**src/rtl/sobel_win_sched.sv**
```systemverilog
// rtl/sobel_win_sched.sv - 3x3 window scheduler sharing one sync-read image RAM with a Sobel core
module sobel_win_sched #(
    parameter int WIDTH  = 128,
    parameter int HEIGHT = 96,
    parameter int AW     = 14
) (
    input  logic          clk,
    input  logic          rst,
    input  logic          start,
    output logic          busy,
    output logic          done,
    output logic          mem_en,
    output logic [AW-1:0] mem_addr,
    input  logic [7:0]    mem_data,
    output logic          win_valid,
    input  logic          win_ready,
    output logic [7:0]    pix_0,
    output logic [7:0]    pix_1,
    output logic [7:0]    pix_2,
    output logic [7:0]    pix_3,
    output logic [7:0]    pix_5,
    output logic [7:0]    pix_6,
    output logic [7:0]    pix_7,
    output logic [7:0]    pix_8,
    output logic [6:0]    win_x,
    output logic [6:0]    win_y,
    output logic          border
);

    typedef enum logic [2:0] {IDLE, CHECK, FETCH, LOAD, OUT, DONE} state_t;

    localparam logic [AW:0] W1   = (AW+1)'(WIDTH);
    localparam logic [AW:0] ONE  = (AW+1)'(1);
    localparam logic [6:0]  XMAX = 7'(WIDTH - 1);
    localparam logic [6:0]  YMAX = 7'(HEIGHT - 1);

    state_t        state;
    logic [AW-1:0] c;
    logic [2:0]    k;
    logic [7:0]    slot [8];
    logic [2:0]    nidx;
    logic [AW:0]   nb;
    logic          on_border;
    logic          last;

    assign pix_0 = slot[0];
    assign pix_1 = slot[1];
    assign pix_2 = slot[2];
    assign pix_3 = slot[3];
    assign pix_5 = slot[4];
    assign pix_6 = slot[5];
    assign pix_7 = slot[6];
    assign pix_8 = slot[7];

    assign on_border = (win_x == 7'd0) || (win_x == XMAX) || (win_y == 7'd0) || (win_y == YMAX);
    assign last      = (win_x == XMAX) && (win_y == YMAX);

    // Address of the neighbour that will be requested in the next FETCH cycle.
    assign nidx = (state == FETCH) ? k + 3'd1 : 3'd0;

    always_comb begin
        case (nidx)
            3'd0:    nb = {1'b0, c} - W1 - ONE;
            3'd1:    nb = {1'b0, c} - W1;
            3'd2:    nb = {1'b0, c} - W1 + ONE;
            3'd3:    nb = {1'b0, c} - ONE;
            3'd4:    nb = {1'b0, c} + ONE;
            3'd5:    nb = {1'b0, c} + W1 - ONE;
            3'd6:    nb = {1'b0, c} + W1;
            default: nb = {1'b0, c} + W1 + ONE;
        endcase
    end

    always_ff @(posedge clk) begin
        if (!rst) begin
            state     <= IDLE;
            busy      <= 1'b0;
            done      <= 1'b0;
            mem_en    <= 1'b0;
            mem_addr  <= '0;
            win_valid <= 1'b0;
            border    <= 1'b0;
            win_x     <= 7'd0;
            win_y     <= 7'd0;
            c         <= '0;
            k         <= 3'd0;
            for (int i = 0; i < 8; i++) slot[i] <= 8'h00;
        end else begin
            done <= 1'b0;
            case (state)
                IDLE: begin
                    if (start) begin
                        state <= CHECK;
                        busy  <= 1'b1;
                        win_x <= 7'd0;
                        win_y <= 7'd0;
                        c     <= '0;
                    end
                end
                CHECK: begin
                    for (int i = 0; i < 8; i++) slot[i] <= 8'h00;
                    if (on_border) begin
                        border    <= 1'b1;
                        win_valid <= 1'b1;
                        state     <= OUT;
                    end else begin
                        border   <= 1'b0;
                        mem_en   <= ~nb[AW];
                        mem_addr <= nb[AW-1:0];
                        k        <= 3'd0;
                        state    <= FETCH;
                    end
                end
                FETCH: begin
                    // Read data lags the request by one cycle, so slot k-1 lands now.
                    if (k != 3'd0) slot[k - 3'd1] <= mem_data;
                    if (k == 3'd7) begin
                        mem_en <= 1'b0;
                        state  <= LOAD;
                    end else begin
                        mem_en   <= ~nb[AW];
                        mem_addr <= nb[AW-1:0];
                        k        <= k + 3'd1;
                    end
                end
                LOAD: begin
                    slot[7]   <= mem_data;
                    win_valid <= 1'b1;
                    state     <= OUT;
                end
                OUT: begin
                    if (win_ready) begin
                        win_valid <= 1'b0;
                        if (last) begin
                            state <= DONE;
                            busy  <= 1'b0;
                            done  <= 1'b1;
                        end else begin
                            state <= CHECK;
                            c     <= c + AW'(1);
                            if (win_x == XMAX) begin
                                win_x <= 7'd0;
                                win_y <= win_y + 7'd1;
                            end else begin
                                win_x <= win_x + 7'd1;
                            end
                        end
                    end
                end
                DONE:    state <= IDLE;
                default: state <= IDLE;
            endcase
        end
    end

endmodule
```
**config.mk**
```make
export PLATFORM = sky130hd
export DESIGN_NAME = sobel_win_sched
export DESIGN_NICKNAME = d
export VERILOG_FILES = /design/src/rtl/sobel_win_sched.sv
export SDC_FILE = /design/constraint.sdc
export NUM_CORES = 1
export LEC_CHECK = 0
export ABC_AREA = 1
export CAP_MARGIN = 5
export CORE_ASPECT_RATIO = 1.5
export CORE_UTILIZATION = 45
export CTS_CLUSTER_DIAMETER = 30
export DETAILED_ROUTE_END_ITERATION = 10
export PLACE_DENSITY_LB_ADDON = 0.2
export SLEW_MARGIN = 20
export SYNTH_ARGS = -nofsm -noshare
export SYNTH_HDL_FRONTEND = slang
export SYNTH_SLANG_ARGS = --single-unit
```
**constraint.sdc**
```tcl
create_clock -name clk -period 4.4 [get_ports clk]
set_clock_uncertainty 0.1 [all_clocks]
set_input_delay 0.88 -clock clk [delete_from_list [all_inputs] [get_ports clk]]
set_output_delay 0.88 -clock clk [all_outputs]
set_load 0.05 [all_outputs]
```
==> flow_summary.toml <==
[setup_path]
crit_start = "k[0]"
r2r-start = "k[0]"
r2r_end = "mem_en"
critPathMaxStageDelay_ps = 390
cp.required_ps = 4640
cp_slowest_cell = "dfxtp_1"
r2r_cells = 19
worst-r2r-setup-slack_ps = 480
path_class = "reg2reg"
start_kind = "flop"
cp_max_fo = 14
crit_chain = "ha_1 -> ha_1 -> inv_1 -> nor2_4 -> inv_1 -> nor2_1 -> inv_1 -> nor2_1 -> buf_4 -> ha_1 -> a21oi_1 -> o21a_1 -> o21ai_0 -> nand2_1 -> nand2_1 -> or2_2 -> a21oi_1 -> nand3_1 -> a21oi_1"
arrival_ps = 4170
end_kind = "flop"

[synth]
yosysMostFrequentCell = "nand2_1"
synth_largest_area_cell = "edfxtp_1"
synth.net_count = 924
ys_warn_count = 0
postSynthAreaPerCell_sq_um = 7.631
synth-seq-cells = 117
synthArstFlopShare_pct = 0
synth.distinct_cells = 43
yosys-top-cells-count = "185 x nand2_1, 145 x nor2_1, 108 x inv_1"
netlist_area_sq_um = 6761
synth-edff-count = 64
synth_area_leaders = "edfxtp_1 28%, dfxtp_1 16%, nand2_1 10%"
yosysSeqAreaShare_pct = 44.12
yosysTopAreaCellShare_pct = 28.42
synthCells = 886
ys.flop_type = "edfxtp_1"

[sta]
fmax_mhz = 254.9
maxSlewViolCount = 0
tightest_slew_ps = 878.9
layout_min_cycle_time_ps = 3923
final-setup-viol-count = 0
max-slew-margin-rel_pct = 41.19
setup-tns-final_ps = 0
hold_viol = 0
fin_crit_sh_pct = 89.17
rsz0062_at_grt = "false"

[hold_path]
worstHoldStart = "busy"
min_path_cells = 2
hold_end = "busy"
hp-class = "reg2reg"

[power]
switching_share_pct = 32.66
power.density_nw_per_um2 = 437.5
power.switching_w = 0.001242
share_comb_of_total_power_pct = 23.6
vdd_drop_max_mv = 0.2634
intPower_w = 0.002561
power_leakage_nw = 3.820
pwr-share-seq_pct = 35.0
p_clk_share_pct = 41.4

[layout]
drive_gt1_share_pct = 6.034
antenna_cells = 0
num-fill-cells = 1368
fin_nets = 1036
fin_cells = 1207
area_growth_pct = 28.57
fin_util_pct = 59.57

[global_route]
first_global_vias = 6056
grt_first_pass_wirelength_um = 29780
grt_usage_pct = 24.69
grt_overflow = 0
grt_start_max_net_pins = 25
antenna_found_initial = 0

[clock_network]
cts_hold_buffers = 0
cts_resized = 0
cts_buffer_depth = 2
clk_pin_slew_ps = 60
cts_tree = "yes"
cts_setup_buffers = 0
clock-sinks = 117
clk_latency_ps = 410
h-tree-depth = 4
clockRootBuffer = "clkbuf_16"
cts-buffers-inserted = 17

[floorplanning]
die_h_um = 152.1
die_width_um = 102.1
core_sq_um = 14590
rows = 54
ioPinCount = 109
start_util_pct = 46.33
dieArea_sq_um = 15530

[place]
hpwl_um = 14140
io_buffers = 108
dp.cells = 1175
place.gp.congestion = 0.9581

[outcome]
status = "finished clean"

[drt]
drt_iter0_markers = 314
detailroute.via_count = 6368
dr.pass1.iters = 5
drt-vias-per-instance = 5.276
routed_wl_um = 18650
route.detailed.drc = 0
routedWlPerCell_um = 15.45
ant_nets = 0

[flow_run]
drv_cap = 0
==> worst max-delay path by stage <==
stage             end  slack (ps)  cells after the start
2_1_floorplan  mem_en         640                     18
3_3_place_gp   mem_en         680                     19
3_5_place_dp   mem_en         560                     19
4_1_cts        mem_en         530                     19
5_1_grt        mem_en         120                     19
6_report       mem_en         480                     19
==> through the flow <==
step	power, W	setup WS, ps	hold slack, ps	area [sq um]
floorplan	0.001970	644.7	373.0	6761
global placement	0.002243	676.4	343.4	8033
detailed placement	0.002248	560.2	344.2	8033
CTS	0.003815	531.7	352.4	8693
global route	0.003931	124.7	373.2	8693
finish	0.003803	476.7	350.1	8693
==> flip-flops by register name (all words and copies together) (netlist names) <==
register,count
slot,64
c,14
done,1
win_x,7
mem_addr,14
state,3
border,1
k,3
mem_en,1
win_y,7
win_valid,1
busy,1
==> routing by layer <==
metal / track usage, % / up-vias / share of wire [%]
li1: - / 3179 / -
met1: 26.59 / 2943 / 39
met2: 46.21 / 203 / 54
met3: 3.578 / 43 / 4.3
met4: 10.82 / 0 / 3.0
met5: 0 / - / 0
==> power by group through the flow <==
stage	logic (W)	registers (W)	clock network [W]
floorplan	0.000314	0.00166	0
global placement	0.000891	0.00135	0
detailed placement	0.000895	0.00135	0
CTS	0.000899	0.00133	0.00158
global route	0.000960	0.00134	0.00163
finish	0.000898	0.00133	0.00157
==> area by class of cell <==
class                           instances  area, sq um  area share (%)
Clock buffer                           18        439.2           5.052
Clock inverter                         14        221.5           2.547
Inverter                              113        424.2           4.879
Multi-Input combinational cell        636         3262           37.52
Sequential cell                       117         2983           34.31
Tap cell                              196        245.2           2.821
Timing Repair Buffer                  113         1119           12.87
==> worst max-delay path: cells and delay by family (launching register included) <==
family,cells,cell delay (ps)
and+or+nand+nor,7,1050
adders and majority gates,3,910
AOI/OAI and AO/OA,5,810
buffers and inverters,4,600
DFF,1,390
==> cell usage in the layout, fill, tap and decap left out, types with 7 or more instances in the layout <==
master,instances
o211ai_1,7
clkdlybuf4s50_1,108
a211oi_1,12
edfxtp_1,64
dfxtp_1,53
a21oi_1,54
nor3_1,13
o21ai_0,46
clkbuf_16,17
nand2_1,185
nand4_1,18
inv_1,108
ha_1,25
nor2_1,145
xor2_1,18
nand3_1,59
==> kinds of logic (layout without fill, tap and decap cells) <==
group                    Yosys count  after routing  share of synthesized area [%]
buffers and inverters            133            258                          7.643
AO/OA/AOI/OAI                    143            143                          12.18
flip-flops                       117            117                          44.12
adder cells (fa/ha/maj)           26             26                          4.922
XOR/XNOR                          23             23                          2.979
AND/OR/NAND/NOR                  444            444                          28.16
(Power assumes the default switching activity.)
